===== src/rtl/neural_output_collector.sv =====
// Collects one frame of signed 8-bit neuron results, tracks the running argmax and
// reports it via valid/ready. Optional macro NEURAL_COLLECTOR_RELU_EN clamps negatives to 0.
module neural_output_collector #(
    parameter int NUM_OUTPUTS = 10,
    parameter int IDX_W       = 4
) (
    input  logic             clk,
    input  logic             reset,
    input  logic             in_valid,
    input  logic [7:0]       in_data,
    input  logic             in_last,
    output logic             in_ready,
    output logic             res_valid,
    input  logic             res_ready,
    output logic [IDX_W-1:0] res_index,
    output logic [7:0]       res_value,
    output logic             frame_err,
    input  logic             err_clear,
    input  logic [IDX_W-1:0] rd_addr,
    output logic [7:0]       rd_data
);
    typedef enum logic {COLLECT = 1'b0, REPORT = 1'b1} state_t;

    localparam logic [IDX_W-1:0] LAST_IDX = IDX_W'(NUM_OUTPUTS - 1);

    state_t            state_reg, state_next;
    logic [IDX_W-1:0]  count_reg;
    logic [IDX_W-1:0]  idx_reg;
    logic signed [7:0] max_reg;
    logic signed [7:0] beat_val;
    logic [7:0]        buffer [NUM_OUTPUTS];

    logic accept;
    logic at_last;
    logic frame_end;
    logic new_err;

`ifdef NEURAL_COLLECTOR_RELU_EN
    assign beat_val = in_data[7] ? 8'sd0 : $signed(in_data);
`else
    assign beat_val = $signed(in_data);
`endif

    assign accept    = in_valid & in_ready;
    assign at_last   = (count_reg == LAST_IDX);
    // A frame ends on either the full beat count or an early in_last; any mismatch is an error.
    assign frame_end = in_last | at_last;
    assign new_err   = accept & (in_last ^ at_last);

    always_ff @(posedge clk or posedge reset) begin
        if (reset) begin
            state_reg <= COLLECT;
        end else begin
            state_reg <= state_next;
        end
    end

    always_comb begin
        state_next = state_reg;
        case (state_reg)
            COLLECT: if (accept && frame_end) state_next = REPORT;
            REPORT:  if (res_ready)           state_next = COLLECT;
            default:                          state_next = COLLECT;
        endcase
    end

    always_comb begin
        in_ready  = (state_reg == COLLECT);
        res_valid = (state_reg == REPORT);
    end

    always_ff @(posedge clk or posedge reset) begin
        if (reset) begin
            count_reg <= '0;
            idx_reg   <= '0;
            max_reg   <= 8'sh80;
            frame_err <= 1'b0;
        end else begin
            if (accept) begin
                // Strict greater-than keeps the lowest index on ties.
                if (count_reg == '0 || beat_val > max_reg) begin
                    max_reg <= beat_val;
                    idx_reg <= count_reg;
                end
                if (!frame_end) begin
                    count_reg <= count_reg + 1'b1;
                end
            end
            if (state_reg == REPORT && res_ready) begin
                count_reg <= '0;
            end
            if (new_err) begin
                frame_err <= 1'b1;
            end else if (err_clear) begin
                frame_err <= 1'b0;
            end
        end
    end

    assign res_index = idx_reg;
    assign res_value = max_reg;

    always_ff @(posedge clk) begin
        if (accept) begin
            buffer[count_reg] <= beat_val;
        end
    end

    // Read-before-write: a same-cycle write to rd_addr is seen on the following read.
    always_ff @(posedge clk or posedge reset) begin
        if (reset) begin
            rd_data <= 8'h00;
        end else if (rd_addr <= LAST_IDX) begin
            rd_data <= buffer[rd_addr];
        end else begin
            rd_data <= 8'h00;
        end
    end
endmodule


===== config.mk =====
export PLATFORM = sky130hd
export DESIGN_NAME = neural_output_collector
export DESIGN_NICKNAME = d
export VERILOG_FILES = /design/src/rtl/neural_output_collector.sv
export SDC_FILE = /design/constraint.sdc
export NUM_CORES = 1
export LEC_CHECK = 0
export ABC_AREA = 1
export ABC_CLOCK_PERIOD_IN_PS = 1800
export CORE_ASPECT_RATIO = 0.75
export CORE_MARGIN = 4
export CORE_UTILIZATION = 51
export DETAILED_ROUTE_END_ITERATION = 6
export PLACE_DENSITY = 0.72
export SYNTH_ARGS = -nofsm -noshare
export SYNTH_HDL_FRONTEND = slang
export SYNTH_SLANG_ARGS = --single-unit

===== constraint.sdc =====
create_clock -name clk -period 1.8 [get_ports clk]
set_input_delay 0.18 -clock clk [delete_from_list [all_inputs] [get_ports clk]]
set_output_delay 0.18 -clock clk [all_outputs]
set_load 0.02 [all_outputs]

==> flow_metrics.env, run 1 <==
export IMPL_grt_use_met2_pct=34.6
export IMPL_rows=29
export IMPL_postPlaceCellArea_mm2=0.00524
export IMPL_largest_register="buffer"
export IMPL_cts_sinks=106
export IMPL_tightest_slew_ns=0.336
export IMPL_dp_worst_setup_slack_ns=-0.258
export IMPL_slowest_delay_ns=0.55
export IMPL_dieArea_mm2=0.0103
export IMPL_end_kind="register"
export IMPL_ctsRootBufferMaster="clkbuf_16"
export IMPL_crit_path_frequent_cell="nand2_1"
export IMPL_seq_area_frac_synth_pct=68.6
export IMPL_wl_per_cell_um=18.2
export IMPL_crit_slowest_cell="dfstp_2"
export IMPL_most_common_layout_cells="80 x edfxtp_1, 61 x nand2_1, 40 x clkdlybuf4s50_1"
export IMPL_drv_cap=0
export IMPL_vias=3104
export IMPL_gp_congestion=0.823
export IMPL_drc_errors=0
export IMPL_period_needed_ns=1.77
export IMPL_worst_slack_ns=0.0272
export IMPL_total_leakage_power_uw=0.00220
export IMPL_die_y_um=88.9
export IMPL_final_util_pct=66.6
export IMPL_worstSkewPairLatency_ns=0.35
export IMPL_cts_max_level=3
export IMPL_hold_path_class="primary input to async pin"
export IMPL_grt_ovfl_total=0
export IMPL_cp_arrival_ns=2.01
export IMPL_coreArea_mm2=0.00849
export IMPL_drive_above_1_share_pct=19.0
export IMPL_cts_tree="done"
export IMPL_dr_pass1_iters=5
export IMPL_cts_buffer_depth=2
export IMPL_yosys_area_top_type="edfxtp_1"
export IMPL_layout_commonest_cell="edfxtp_1"
export IMPL_postSynthAreaPerCell_um2=11.8
export IMPL_final_cells=567
export IMPL_grt_pass1_vias=3065
export IMPL_ys_ff_latch=106
export IMPL_dp_cells=548
export IMPL_maxSlewViolCount=0
export IMPL_grt_use_total_pct=21.2
export IMPL_antenna_cells=0
export IMPL_grt_use_met1_pct=29.2
export IMPL_syn_to_final_growth_pct=26.9
export IMPL_portBuffers=40
export IMPL_grt_max_degree=27
export IMPL_crit_path_cell_trace="inv_2 > ha_4 > nand2_4 > nor2_4 > nand2_2 > nand2_1 > nand2_1 > nand2_2 > nand2_4 > buf_6 > nand3_1 > nand2_1"
export IMPL_yosysWarnings=0
export IMPL_syn_cell_area_mm2=0.00445
export IMPL_cts_buffers=9
export IMPL_path_max_fanout=7
export IMPL_met3_usage_pct=5.21
export IMPL_design_area_mm2=0.00565
export IMPL_hold_viol_final=0
export IMPL_outcome="complete, no violations"
export IMPL_ios=41
export IMPL_synth_distinct_cells=31
export IMPL_synthCells=376
export IMPL_fmax_mhz=564
export IMPL_synth_edf_count=80
export IMPL_hpwl_mm=6.97
export IMPL_die_x_um=116
export IMPL_ys_async_sr_fraction_pct=24.5
export IMPL_ir_drop_mv=0.845
export IMPL_r2r_cells=12
export IMPL_synth_area_leaders="edfxtp_1 54%, dfrtp_1 14%, nand2_1 5.6%, ha_1 3.7%, nor2_1 3.5%"
export IMPL_largest_reg_flops=80
export IMPL_synth_fp_nets=407
export IMPL_p_total_uw=7100
export IMPL_start_util_pct=52.4
export IMPL_final_nets=485
export IMPL_rsz0062_at_grt="true"
export IMPL_finalClockSkew_ns=0.00785
export IMPL_power_density_mw_per_mm2=1260
export IMPL_antenna_left=0
export IMPL_routed_wl_mm=10.3
export IMPL_grt_busiest_layer="met2"
export IMPL_finalSetupViolCount=0
export IMPL_relSlewSlack_pct=77.6
export IMPL_yosys_area_top_type_share_pct=53.9
export IMPL_grt_antenna_before_repair=0
export IMPL_fin_crit_sh_pct=98.5
export IMPL_grt_pass1_wl_mm=16.2
export IMPL_worstSetupPathType="register to register"
export IMPL_start_kind="register"
export IMPL_first_iter_violations=240
export IMPL_cp_required_ns=2.04
export IMPL_synth_ff_type="edfxtp_1"
export IMPL_vias_per_cell=5.47
export IMPL_path_clk_slew_ns=0.07
what timing repair did:
item	in CTS	in global routing
resized for setup	7	17
endpoints found under the setup margin	8	13
buffers inserted	0	2
pin swaps	3	6
hold buffers	0	0
gates cloned	1	0
per-stage QoR:
stage	hold WS [ns]	TNS (ns)
floorplan	0.219	0
finish	0.179	0
global placement	0.491	-2.61
global route	0.218	-0.572
detailed placement	0.490	-2.97
CTS	0.198	0
Yosys cell counts (2+ instances only):
cell type  instances
inv_1             25
nand2_2            2
ha_1              13
buf_2              5
nor3_1             4
nand4_1            3
buf_6              2
nand3_1           25
clkbuf_2           2
inv_2              2
a21oi_1           17
o21a_1             3
nand2_1           67
buf_4              4
o21ai_0           28
dfrtp_1           25
nor2_4             3
clkinv_1           2
o211ai_1           5
nor2_1            42
edfxtp_1          80
o2111ai_1          8
layout make-up:
cell class	instances	area [um^2]
timing repair buffer	80	758
inverter	29	113
clock inverter	5	43.8
fill	619	2840
clock buffer	11	253
tap	108	135
multi-input combinational	228	1300
sequential	106	3050
critical path, delay by kind of cell (launching register included):
kind	cells	cell delay, ns
and+or+nand+nor	9	0.64
adders and majority gates	1	0.28
buffers and inverters	2	0.20
DFF	1	0.55
final timing paths:
kind	to	startpoint	slack [ns]
min in group clk	frame_err	err_clear	0.39
worst max-delay path	res_value[4]	res_value[7]	0.03
worst min-delay path	rd_data[3]	reset	0.18
worst max register to register	res_value[4]	res_value[7]	0.03
worst min register to register	res_value[7]	res_value[7]	0.51
max in group asynchronous	res_value[7]	reset	1.31
where the power goes:
| group | switching (uW) | internal, uW |
|---|---|---|
| clock | 883 | 1030 |
| sequential | 153 | 2950 |
| combinational | 1190 | 881 |
kinds of logic after synthesis:
group / Yosys count / synth area share, %
xor gates and xnor gates: 1 / 0.197
adders and majority gates: 13 / 3.65
and+or+nand+nor: 148 / 14.3
DFF: 106 / 68.6
AOI/OAI and AO/OA: 65 / 8.77
buffers and inverters: 43 / 4.50
routing by layer:
metal  wire length (um)  share of wire [%]
met1               4420                 43
met5                  0                  0
met3                731                7.1
met4                198                1.9
met2               4960                 48
(Power assumes the default switching activity.)
==> run 2, diff against run 1 <==
--- a/config.mk
+++ b/config.mk
@@ -9,9 +9,10 @@
 export ABC_CLOCK_PERIOD_IN_PS = 1800
 export CORE_ASPECT_RATIO = 0.75
 export CORE_MARGIN = 4
-export CORE_UTILIZATION = 51
+export CORE_UTILIZATION = 53
+export CTS_BUF_LIST = sky130_fd_sc_hd__clkbuf_4 sky130_fd_sc_hd__clkbuf_8
 export DETAILED_ROUTE_END_ITERATION = 6
-export PLACE_DENSITY = 0.72
+export PLACE_DENSITY = 0.74
 export SYNTH_ARGS = -nofsm -noshare
 export SYNTH_HDL_FRONTEND = slang
 export SYNTH_SLANG_ARGS = --single-unit
==> constraint.sdc (replaced) <==
create_clock -name clk -period 1.8 [get_ports clk]
set_input_delay 0.36 -clock clk [delete_from_list [all_inputs] [get_ports clk]]
set_output_delay 0.36 -clock clk [all_outputs]
set_load 0.02 [all_outputs]
==> flow_metrics.env, run 2 (same netlist as run 1, synthesis figures left out) <==
export IMPL_most_common_layout_cells="80 x edfxtp_1, 59 x nand2_1, 41 x buf_4"
export IMPL_crit_slowest_cell="dfstp_2"
export IMPL_fmax_mhz=551
export IMPL_final_cells=572
export IMPL_drc_errors=0
export IMPL_grt_pass1_wl_mm=16.3
export IMPL_cts_sinks=106
export IMPL_crit_path_frequent_cell="nand2_2"
export IMPL_dr_pass1_iters=6
export IMPL_largest_register="buffer"
export IMPL_cts_buffers=9
export IMPL_start_kind="register"
export IMPL_cts_max_level=3
export IMPL_drive_above_1_share_pct=23.3
export IMPL_finalClockSkew_ns=0.0126
export IMPL_dieArea_mm2=0.00995
export IMPL_routed_wl_mm=10.9
export IMPL_layout_commonest_cell="edfxtp_1"
export IMPL_period_needed_ns=1.82
export IMPL_rsz0062_at_grt="true"
export IMPL_relSlewSlack_pct=76.6
export IMPL_vias=3238
export IMPL_largest_reg_flops=80
export IMPL_worst_slack_ns=-0.0158
export IMPL_grt_use_total_pct=22.0
export IMPL_grt_pass1_vias=3169
export IMPL_worstSkewPairLatency_ns=0.37
export IMPL_antenna_left=0
export IMPL_grt_antenna_before_repair=0
export IMPL_grt_max_degree=27
export IMPL_wl_per_cell_um=19.1
export IMPL_slowest_delay_ns=0.56
export IMPL_hpwl_mm=6.96
export IMPL_final_nets=493
export IMPL_rows=28
export IMPL_cts_tree="done"
export IMPL_start_util_pct=55.5
export IMPL_cts_buffer_depth=2
export IMPL_grt_ovfl_total=0
export IMPL_tightest_slew_ns=0.351
export IMPL_vias_per_cell=5.66
export IMPL_dp_cells=548
export IMPL_ctsRootBufferMaster="clkbuf_8"
export IMPL_die_x_um=114
export IMPL_path_max_fanout=7
export IMPL_critPathBufInv=2
export IMPL_cp_required_ns=2.06
export IMPL_gp_congestion=0.789
export IMPL_power_density_mw_per_mm2=1230
export IMPL_first_iter_violations=282
export IMPL_ios=41
export IMPL_critPathTopFamily="simple AND/OR/NAND/NOR gates"
export IMPL_crit_path_cell_trace="inv_2 > ha_4 > nand2_4 > nor2_4 > nand2_2 > nand2_2 > nand2_2 > nand2_2 > nand2_4 > buf_6 > nand3_2 > nand2_1"
export IMPL_drv_cap=0
export IMPL_hold_viol_final=0
export IMPL_end_kind="register"
export IMPL_coreArea_mm2=0.00802
export IMPL_tns_ns=-0.0504
export IMPL_hold_path_class="primary input to async pin"
export IMPL_ir_drop_mv=0.723
export IMPL_fin_crit_sh_pct=101
export IMPL_total_leakage_power_uw=0.00228
export IMPL_portBuffers=40
export IMPL_maxSlewViolCount=0
export IMPL_reg2reg_setup_slack_ns=-0.02
export IMPL_cp_arrival_ns=2.08
export IMPL_antenna_cells=0
export IMPL_ctsHoldBuffers=0
export IMPL_outcome="complete, but fails checks"
export IMPL_syn_to_final_growth_pct=29.0
export IMPL_path_clk_slew_ns=0.10
export IMPL_worstSetupPathType="register to register"
export IMPL_finalSetupViolCount=5
export IMPL_die_y_um=87.4
export IMPL_violations="negative setup slack"
export IMPL_nFillCells=525
-- run 2: cell count changes in the layout (fill, tap and decap cells not counted), sizes merged --
| cell | before | now |
|---|---|---|
| inv | 29 | 28 |
| bufinv | 0 | 2 |
| clkdlybuf4s50 | 40 | 28 |
| buf | 40 | 48 |
| dlygate4sd2 | 0 | 8 |
| dlymetal6s2s | 0 | 4 |
| clkbuf | 11 | 10 |
-- run 2: stage by stage --
step / setup slack [ns] / area [um^2] / hold slack [ns] / utilization, % / power (uW)
floorplan: 0.0125 / 4470 / 0.399 / - / 4180
global placement: -0.370 / 5270 / 0.484 / 65.6 / 4870
detailed placement: -0.464 / 5270 / 0.488 / 65.6 / 4940
CTS: -0.00845 / 5520 / 0.347 / 68.8 / 6630
global route: -0.0876 / 5750 / 0.369 / 71.6 / 7390
finish: -0.0158 / 5750 / 0.339 / 71.6 / 7050
-- run 2: where the power goes --
part | switching (uW) | total, uW | internal, uW | leakage [uW]
clock | 818 | 1660 | 841 | 0.000119
sequential | 176 | 3130 | 2950 | 0.00105
combinational | 1300 | 2260 | 959 | 0.00111
-- run 2: worst paths after layout --
kind                         startpoint      endpoint  cells past startpoint
setup / recovery           res_value[7]  res_index[3]                     12
hold / removal                    reset    rd_data[2]                      3
setup reg to reg           res_value[7]  res_index[3]                     12
hold reg to reg            res_index[0]  res_index[0]                      2
max in group asynchronous         reset  res_value[7]                      3
min in group clk             in_data[0]  buffer[9][0]                      2
-- run 2: worst register-to-register path, cell delays in order (launching register included) --
cell	delay (ns)
dfstp_2	0.56
inv_2	0.05
ha_4	0.28
nand2_4	0.07
nor2_4	0.11
nand2_2	0.08
nand2_2	0.07
nand2_2	0.06
nand2_2	0.07
nand2_4	0.08
buf_6	0.16
nand3_2	0.06
nand2_1	0.05
-- run 2: layout make-up --
class	instances	area [um^2]	area share, %
inverters	29	113	1.96
clock buffers	10	138	2.40
repair buffers	88	831	14.5
flip-flops and latches	106	3050	53.2
well taps	105	131	2.29
multi-input cells	228	1380	24.0
clock inverters	6	97.6	1.70
-- run 2: repair_timing --
item,4_1_cts,5_1_grt
buffers inserted,2,5
setup endpoints to repair,15,17
gates cloned,0,1
pin swaps,4,19
resized for setup,14,40
-- run 2: per-layer routing --
layer  global-route usage, %  part of all wire [%]  up-vias
met4                    5.50                   2.0        0
met1                    28.3                    39     1589
met2                    38.1                    51      143
li1                        -                     -     1488
met5                       0                     0        -
met3                    5.21                   8.3       18
==> run 3, diff against run 2 <==
--- a/config.mk
+++ b/config.mk
@@ -11,6 +11,7 @@
 export CORE_MARGIN = 4
 export CORE_UTILIZATION = 53
 export CTS_BUF_LIST = sky130_fd_sc_hd__clkbuf_4 sky130_fd_sc_hd__clkbuf_8
+export CTS_CLUSTER_SIZE = 24
 export DETAILED_ROUTE_END_ITERATION = 6
 export PLACE_DENSITY = 0.74
 export SYNTH_ARGS = -nofsm -noshare
==> results of run 3 <==
Same layout as run 2: the final DEF is identical, and so are final timing and power.
